$ cat config.mk
export PLATFORM = sky130hd
export DESIGN_NAME = feature_channel_sequencer
export DESIGN_NICKNAME = d
export VERILOG_FILES = /design/src/rtl/feature_channel_sequencer.sv
export SDC_FILE = /design/constraint.sdc
export NUM_CORES = 2
export LEC_CHECK = 0
export CAP_MARGIN = 20
export CORE_AREA = 3 3 365 637
export DETAILED_ROUTE_END_ITERATION = 8
export DIE_AREA = 0 0 368 640
export RECOVER_POWER = 100
export SLEW_MARGIN = 25
export SYNTH_ARGS = -nofsm -noshare
export SYNTH_HDL_FRONTEND = slang
export SYNTH_SLANG_ARGS = --single-unit
export TNS_END_PERCENT = 50
$ cat constraint.sdc
create_clock -name clk -period 3.54 [get_ports clk]
set_input_delay 0.531 -clock clk [delete_from_list [all_inputs] [get_ports clk]]
set_output_delay 0.531 -clock clk [all_outputs]
set_load 0.05 [all_outputs]
$ cat src/rtl/feature_channel_sequencer.sv
// rtl/feature_channel_sequencer.sv - per-channel weight issue and result assembly ahead of vector_multiplication
//
// Accepts one feature vector, walks the weight/bias table one output channel
// per cycle into the multiplier, follows each channel through the multiplier's
// fixed latency with a tag pipe, and collects the returned bytes into
// out_vector.
//
// Ports:
//   clk, reset     : single clock, synchronous active-high reset
//   in_valid/ready : input vector handshake, in_feature is the vector
//   wr_en/addr/... : weight table write port (accepted only when idle)
//   mul_feature/weight/bias : registered operands to the multiplier
//   mul_result     : quantized multiplier output
//   out_valid/ready: output vector handshake, out_vector holds all channels
module feature_channel_sequencer #(
    parameter int INPUT_DIM    = 4,
    parameter int OUTPUT_DIM   = 16,
    parameter int PRECISION    = 8,
    parameter int MULT_LATENCY = 3
) (
    input  logic                                   clk,
    input  logic                                   reset,
    input  logic                                   in_valid,
    output logic                                   in_ready,
    input  logic [INPUT_DIM-1:0][PRECISION:0]      in_feature,
    input  logic                                   wr_en,
    input  logic [$clog2(OUTPUT_DIM):0]            wr_addr,
    input  logic [INPUT_DIM-1:0][PRECISION:0]      wr_weights,
    input  logic signed [31:0]                     wr_bias,
    output logic [INPUT_DIM-1:0][PRECISION:0]      mul_feature,
    output logic [INPUT_DIM-1:0][PRECISION:0]      mul_weight,
    output logic signed [31:0]                     mul_bias,
    input  logic [PRECISION-1:0]                   mul_result,
    output logic                                   out_valid,
    input  logic                                   out_ready,
    output logic [OUTPUT_DIM-1:0][PRECISION-1:0]   out_vector
);

    localparam int CH_W = (OUTPUT_DIM > 1) ? $clog2(OUTPUT_DIM) : 1;
    localparam int AW   = $clog2(OUTPUT_DIM) + 1;

    typedef logic [INPUT_DIM-1:0][PRECISION:0] vec_t;

    typedef enum logic [1:0] {
        ST_IDLE,
        ST_ISSUE,
        ST_DRAIN,
        ST_OUTPUT
    } state_t;

    state_t                               r_state;
    state_t                               w_state_next;
    logic [CH_W-1:0]                      r_ch;
    logic [CH_W-1:0]                      w_ch_next;

    vec_t                                 r_feature;
    vec_t                                 r_mul_weight;
    logic signed [31:0]                   r_mul_bias;

    vec_t                                 r_tbl_w [OUTPUT_DIM];
    logic signed [31:0]                   r_tbl_b [OUTPUT_DIM];

    // Issue stage: shadows the mul_* operand registers.
    logic                                 r_iss_valid;
    logic [CH_W-1:0]                      r_iss_tag;

    // Tag pipe: tracks each issued channel through the multiplier.
    logic                                 r_tag_v [MULT_LATENCY];
    logic [CH_W-1:0]                      r_tag_t [MULT_LATENCY];

    logic [OUTPUT_DIM-1:0][PRECISION-1:0] r_out;

    logic                                 w_accept;
    logic                                 w_wr_ok;
    logic                                 w_last_ch;
    logic                                 w_pipe_busy;

    // A write in IDLE blocks the input handshake for that cycle.
    assign in_ready  = (r_state == ST_IDLE) && !wr_en;
    assign w_accept  = in_valid && in_ready;
    assign w_wr_ok   = wr_en && (r_state == ST_IDLE) && (wr_addr < AW'(OUTPUT_DIM));
    assign w_last_ch = (r_ch == CH_W'(OUTPUT_DIM - 1));

    // The tail entry is captured on the same edge that leaves DRAIN, so only
    // the issue stage and the non-tail stages keep DRAIN waiting.
    always_comb begin
        w_pipe_busy = r_iss_valid;
        for (int i = 0; i < MULT_LATENCY - 1; i++) begin
            w_pipe_busy = w_pipe_busy | r_tag_v[i];
        end
    end

    always_comb begin
        w_state_next = r_state;
        w_ch_next    = r_ch;
        case (r_state)
            ST_IDLE: begin
                if (w_accept) begin
                    w_state_next = ST_ISSUE;
                    w_ch_next    = '0;
                end
            end
            ST_ISSUE: begin
                if (w_last_ch) begin
                    w_state_next = ST_DRAIN;
                end else begin
                    w_ch_next = r_ch + 1'b1;
                end
            end
            ST_DRAIN: begin
                if (!w_pipe_busy) begin
                    w_state_next = ST_OUTPUT;
                end
            end
            ST_OUTPUT: begin
                if (out_ready) begin
                    w_state_next = ST_IDLE;
                end
            end
            default: begin
                w_state_next = ST_IDLE;
            end
        endcase
    end

    always_ff @(posedge clk) begin
        if (reset) begin
            r_state <= ST_IDLE;
            r_ch    <= '0;
        end else begin
            r_state <= w_state_next;
            r_ch    <= w_ch_next;
        end
    end

    always_ff @(posedge clk) begin
        if (reset) begin
            r_feature <= '0;
        end else if (w_accept) begin
            r_feature <= in_feature;
        end
    end

    // Operands are loaded for the channel that will be current next cycle, so
    // channel c sits on mul_* during the cycle the FSM holds ch=c.
    always_ff @(posedge clk) begin
        if (reset) begin
            r_mul_weight <= '0;
            r_mul_bias   <= '0;
            r_iss_valid  <= 1'b0;
            r_iss_tag    <= '0;
        end else if (w_state_next == ST_ISSUE) begin
            r_mul_weight <= r_tbl_w[w_ch_next];
            r_mul_bias   <= r_tbl_b[w_ch_next];
            r_iss_valid  <= 1'b1;
            r_iss_tag    <= w_ch_next;
        end else begin
            r_mul_weight <= '0;
            r_mul_bias   <= '0;
            r_iss_valid  <= 1'b0;
            r_iss_tag    <= '0;
        end
    end

    always_ff @(posedge clk) begin
        if (reset) begin
            for (int i = 0; i < OUTPUT_DIM; i++) begin
                r_tbl_w[i] <= '0;
                r_tbl_b[i] <= '0;
            end
        end else if (w_wr_ok) begin
            r_tbl_w[wr_addr[CH_W-1:0]] <= wr_weights;
            r_tbl_b[wr_addr[CH_W-1:0]] <= wr_bias;
        end
    end

    always_ff @(posedge clk) begin
        if (reset) begin
            for (int i = 0; i < MULT_LATENCY; i++) begin
                r_tag_v[i] <= 1'b0;
                r_tag_t[i] <= '0;
            end
        end else begin
            r_tag_v[0] <= r_iss_valid;
            r_tag_t[0] <= r_iss_tag;
            for (int i = 1; i < MULT_LATENCY; i++) begin
                r_tag_v[i] <= r_tag_v[i-1];
                r_tag_t[i] <= r_tag_t[i-1];
            end
        end
    end

    always_ff @(posedge clk) begin
        if (reset) begin
            r_out <= '0;
        end else if (r_tag_v[MULT_LATENCY-1]) begin
            r_out[r_tag_t[MULT_LATENCY-1]] <= mul_result;
        end
    end

    assign mul_feature = r_feature;
    assign mul_weight  = r_mul_weight;
    assign mul_bias    = r_mul_bias;
    assign out_valid   = (r_state == ST_OUTPUT);
    assign out_vector  = r_out;

endmodule

## Yosys cells after proc, flatten, opt, wreduce, memory -nomap -nowiden

Memory sizes are Yosys's and may differ from the RTL's. A register that Yosys moved wholly into a read port is not among the register bits.
Cells that the tools add are included.

- $add $sub $neg: 1
- $lt $le $gt $ge: 3
- Eq/ne operators: 5
- Multiplexer cells: 30
- Bitwise operators: 9
- Reduce and logical (&&, ||, !) cells: 10

Operators by type and width:

| operator | number |
|---|---|
| 128-bit bitwise mux | 1 |
| 36-bit two-way mux | 1 |
| 36-bit OR reduction | 1 |
| 8-bit demux with 4-bit select | 1 |
| 32-bit two-way mux | 1 |
| 32-bit OR reduction | 1 |
| 4-bit two-way mux | 7 |
| 1-bit two-way mux | 12 |
| 2-bit two-way mux | 4 |
| 8-bit two-way mux | 1 |
| 1-bit bitwise OR | 8 |
| 2-bit case mux with 4 select lines | 1 |
| 4-bit case mux with 2 select lines | 1 |
| 1-bit logical AND | 5 |
| 4-bit by 5-bit < comparator with 1-bit output (second input constant) | 1 |
| 5-bit < comparator (second input constant) | 1 |
| 4-bit by 1-bit adder with 4-bit output (second input constant) | 1 |
| 2-bit by 1-bit equality test with 1-bit output (second input constant) | 2 |
| 2-bit equality test (second input constant) | 2 |
| 4-bit equality test (second input constant) | 1 |
| 4-bit by 1-bit greater-or-equal comparator with 1-bit output (second input constant) | 1 |
| 2-bit zero test | 1 |
| 2-bit OR reduction | 1 |
| 1-bit zero test | 1 |
| 1-bit NOT | 1 |

- Register bits after elaboration: 175
- RAM bits: 1103
- Bits of input ports: 122
- Output and inout port bits: 234
- Word-level logic and storage cells: 86
- Memories: 4

Memories:

| memory | depth | width | rd ports | clocked after Yosys merged registers in | wr ports | line | source |
|---|---|---|---|---|---|---|---|
| r_tbl_w | 16 | 36 | 1 | 1 | 16 | 60 | `vec_t r_tbl_w [OUTPUT_DIM];` |
| r_tbl_b | 16 | 32 | 1 | 1 | 16 | 61 | `logic signed [31:0] r_tbl_b [OUTPUT_DIM];` |
| r_tag_t | 3 | 4 | 3 | 0 | 3 | 69 | `logic [CH_W-1:0] r_tag_t [MULT_LATENCY];` |
| r_tag_v | 3 | 1 | 3 | 0 | 3 | 68 | `logic r_tag_v [MULT_LATENCY];` |

## Logic depth before layout (Yosys ltp)

- Word-level depth: 8
- Gate-level depth with buffers: 12
- Gate-level depth less buffers: 7

## Worst setup path after synthesis

OpenSTA, ideal clock, no wires.

- Kind: input -> register
- Start point: in reset
- End point: mem r_tbl_b[12][0], enable pin
- Setup time: 0.397 ns
- Arrival: 2.679 ns
- Data required time: 3.143 ns
- Setup slack: 0.464 ns
- Cell stages on the path: 7
- Buffers on the path: 2
- Cell sequence: clkbuf_1 nor2_1 nand3_1 or3_4 nor2_1 clkbuf_1 or2_2

RTL lines:

| what | line | source |
|---|---|---|
| start, declared | 22 | `input logic reset,` |
| end, declared | 61 |  |

==> metrics.cfg <==
[cts]
worst_setup_hold_path_clk_slew_ns=0.07
post_cts_buffers=0
cts_resized=0
cts-htree-levels=3
clock-sinks=1346
clock_insertion_delay_worst_skew_ns=0.75
cts_tree=yes
max-clock-path-buffers=3
clock_tree.root_cell=clkbuf_16
post_cts_hold_buffer_count=0
clock_buffers_created_by_tritoncts=118

[critical_path]
startpoint_type=register
critical_path_arrival_ns=3.75
critPathCaptureType=register
timing_worst_setup_path_type=reg2reg
cp_cell_sequence=clkbuf_1 > nor2_1 > nand3_1 > clkbuf_1 > or3_1 > nor2_1 > clkbuf_4 > and2_1
timing.critical_path.slowest_cell_delay_ns=0.65
worst-path-max-fanout=68
crit_path_top_delay_cell=clkbuf_4
timing.critical_path.required_ns=4.00

[finish]
finish.cell_count_without_fillers=7870
most_frequent_cells_in_the_layout=edfxtp_1 (1088), and2_1 (845), mux2i_1 (268)
layout-area-overhead-vs-synth_pct=20.71
post_layout_utilization_of_the_core=0.3008
final_common_cell=edfxtp_1
finalNetCount=4835
fraction_of_layout_cells_with_a_size_suffix_above_1=0.07892
design_area_um2=68640

[pwr]
sequentialPowerShare=0.530
p_sw_mw=8.113
power.ir.vdd_worst_uv=443.2
p_leak_nw=24.47
p_comb_frac=0.077
post-layout-total-power_mw=33.53
p_sw_frac=0.2420
power.share.clock=0.393
internal_power_mw=25.42
cellPowerDensity_nw_per_um2=488.5

[synthesis]
yosys.area_share.adder=0.0002200
synth.mux.area_fraction=0.04852
synth_area_in_compound_gates=0.07244
yosysSeqAreaShare=0.6654
postSynth.asyncResetShare=0
synth_simple_gate_area_share=0.1850
synthesis.area_um2=56860
synthXorXnorAreaFrac=0
ys_types=60
synthCells=4462
synth_largest_area_cell=edfxtp_1
synthFlopType=edfxtp_1
syn_avg_cell_area_um2=12.74
synth.ff_latch_count=1346
synth_top_area_share=0.5746
synth_edf_count=1088
synth.net_count=4585
largest_family_of_logic_cells_by_synthesized_area=simple AND/OR/NAND/NOR gates
yosysWarningCount=0
ys_top_cells_by_area=edfxtp_1 (57%), and2_1 (12%), dfxtp_1 (9.1%)

[die]
io-pin-count=356
die_area_um2=235500
row_count=232
chipHeight_um=640
die_width_um=368
floorplan.core_area_um2=228200
initial_utilization=0.2492

[route]
drt_first_pass_iters=5
avgViaCountPerCell=4.775
drt_iter0_markers=3146
detail-route-antenna-nets=0
wl_um=192100
wl_per_cell_um=24.40
drc=0
via_count=37580

[outcome]
outcome=finished clean

[timing]
post-route-min-period_ns=3.289
hold_viol_final=0
grt_setup_unrepaired=no
final_min_period_over_clock_period=0.9291
final.setup_skew_ns=0.03090
fmaxAchievable_mhz=304.1
timing_max_transition_violations_final=0
slew_at_the_pin_closest_to_its_max_slew_limit_ns=1.195
relSlewSlack=0.2032
setup_tns_ns=0
setup_viol=0

[place]
io_buffers=355
dp.cells=7633
hpwlAfterDp_um=119500
gp_congestion=0.8237
place_area_um2=65340

[global_route]
global_route_wire_length_before_repair_um=273800
gr-usage-all-layers=0.1577
vias_in_the_first_global_route=38340
grt_antenna_before_repair=51
grt_start_max_net_pins=90
globalRouteOverflowTotal=0

[hold_path]
hold_path.class=in2reg

[job]
cap_viol_max_count=0

## registers in the layout, indices dropped and copies added (netlist names), 12 cells and up
register / flops
mul_bias: 32
mul_feature: 36
mul_weight: 36
out_vector: 128
r_tag_t: 12
r_tbl_b: 512
r_tbl_w: 576
## logic make-up after synthesis
group | Yosys count
simple gates | 1884
compound gates | 548
fa+ha+maj | 1
flops | 1346
buf+inv | 408
mux | 275
## path summary, 6_finish.rpt
| check | startpoint | end | slack [ns] | cells past startpoint |
|---|---|---|---|---|
| worst max-delay path | r_state[1]$_SDFF_PP0_ | r_tbl_w[8][16]$_SDFFCE_PN0P_ | 0.25 | 8 |
| worst min-delay path | reset | out_vector[29]$_SDFFE_PP0P_ | 0.16 | 2 |
| worst max register to register | r_state[1]$_SDFF_PP0_ | r_tbl_w[8][16]$_SDFFCE_PN0P_ | 0.25 | 8 |
| worst min register to register | r_tag_v[0][1]$_SDFF_PP0_ | r_tag_v[0][2]$_SDFF_PP0_ | 0.44 | 1 |
## stage by stage
stage / hold slack (ns) / worst slack [ns]
global placement: 0.4309 / 0.1038
global route: 0.1443 / 0.1517
CTS: 0.09564 / 0.3257
finish: 0.1648 / 0.2511
detailed placement: 0.4286 / 0.07791
floorplan: 0.4138 / 0.4640
## worst max-delay path, delay by kind of cell, from the launching register on
| family | cells | cell delay (ns) |
|---|---|---|
| buffers and inverters | 3 | 1.41 |
| AND/OR/NAND/NOR | 5 | 1.01 |
| flip-flops | 1 | 0.57 |
## cell type report
type	count	area, µm²
repair buffers	535	5479
multi-input cells	2708	17580
well taps	3042	3806
fillers	22840	159500
clock inverters	57	526.8
clock buffers	166	3364
diodes	13	32.53
flip-flops and latches	1346	37840
inverters	3	11.26
## power by group through the flow
stage	registers (mW)	clock network, mW	logic (mW)
after floorplan	18.3	0	1.14
after global placement	18.1	0	2.66
after detailed placement	18.1	0	2.68
after CTS	17.8	13.4	2.69
after global routing	17.8	14.0	2.74
final	17.8	13.2	2.59
## cells in the mapped netlist (all sizes together) (2+ instances only)
cell type  number
and3            4
buf            85
nor4           55
dfxtp         258
and2         1090
a21oi          40
or2            16
mux2i         270
nand3b          5
o22ai         134
o32ai           3
o221ai         68
a211oi          7
nand2b         11
a31oi          54
nor3b           2
nand2         243
o211ai          2
clkbuf        320
nor2          222
inv             3
nor3           67
nor4b           3
nand4          67
o22a           65
edfxtp       1088
a32oi          14
nand3          70
a211o         133
o21ai          17
mux2            5
or3             8
nor2b          17
## routing by layer
layer	share of wire	routed length, µm	track usage	vias to the layer above
met1	0.37	70750	0.1769	18980
met2	0.52	98990	0.2882	1495
met3	0.073	14100	0.03437	447
met5	0.0012	224	0	-
li1	-	-	-	16620
met4	0.042	7988	0.06239	34
(Power assumes the default switching activity.)
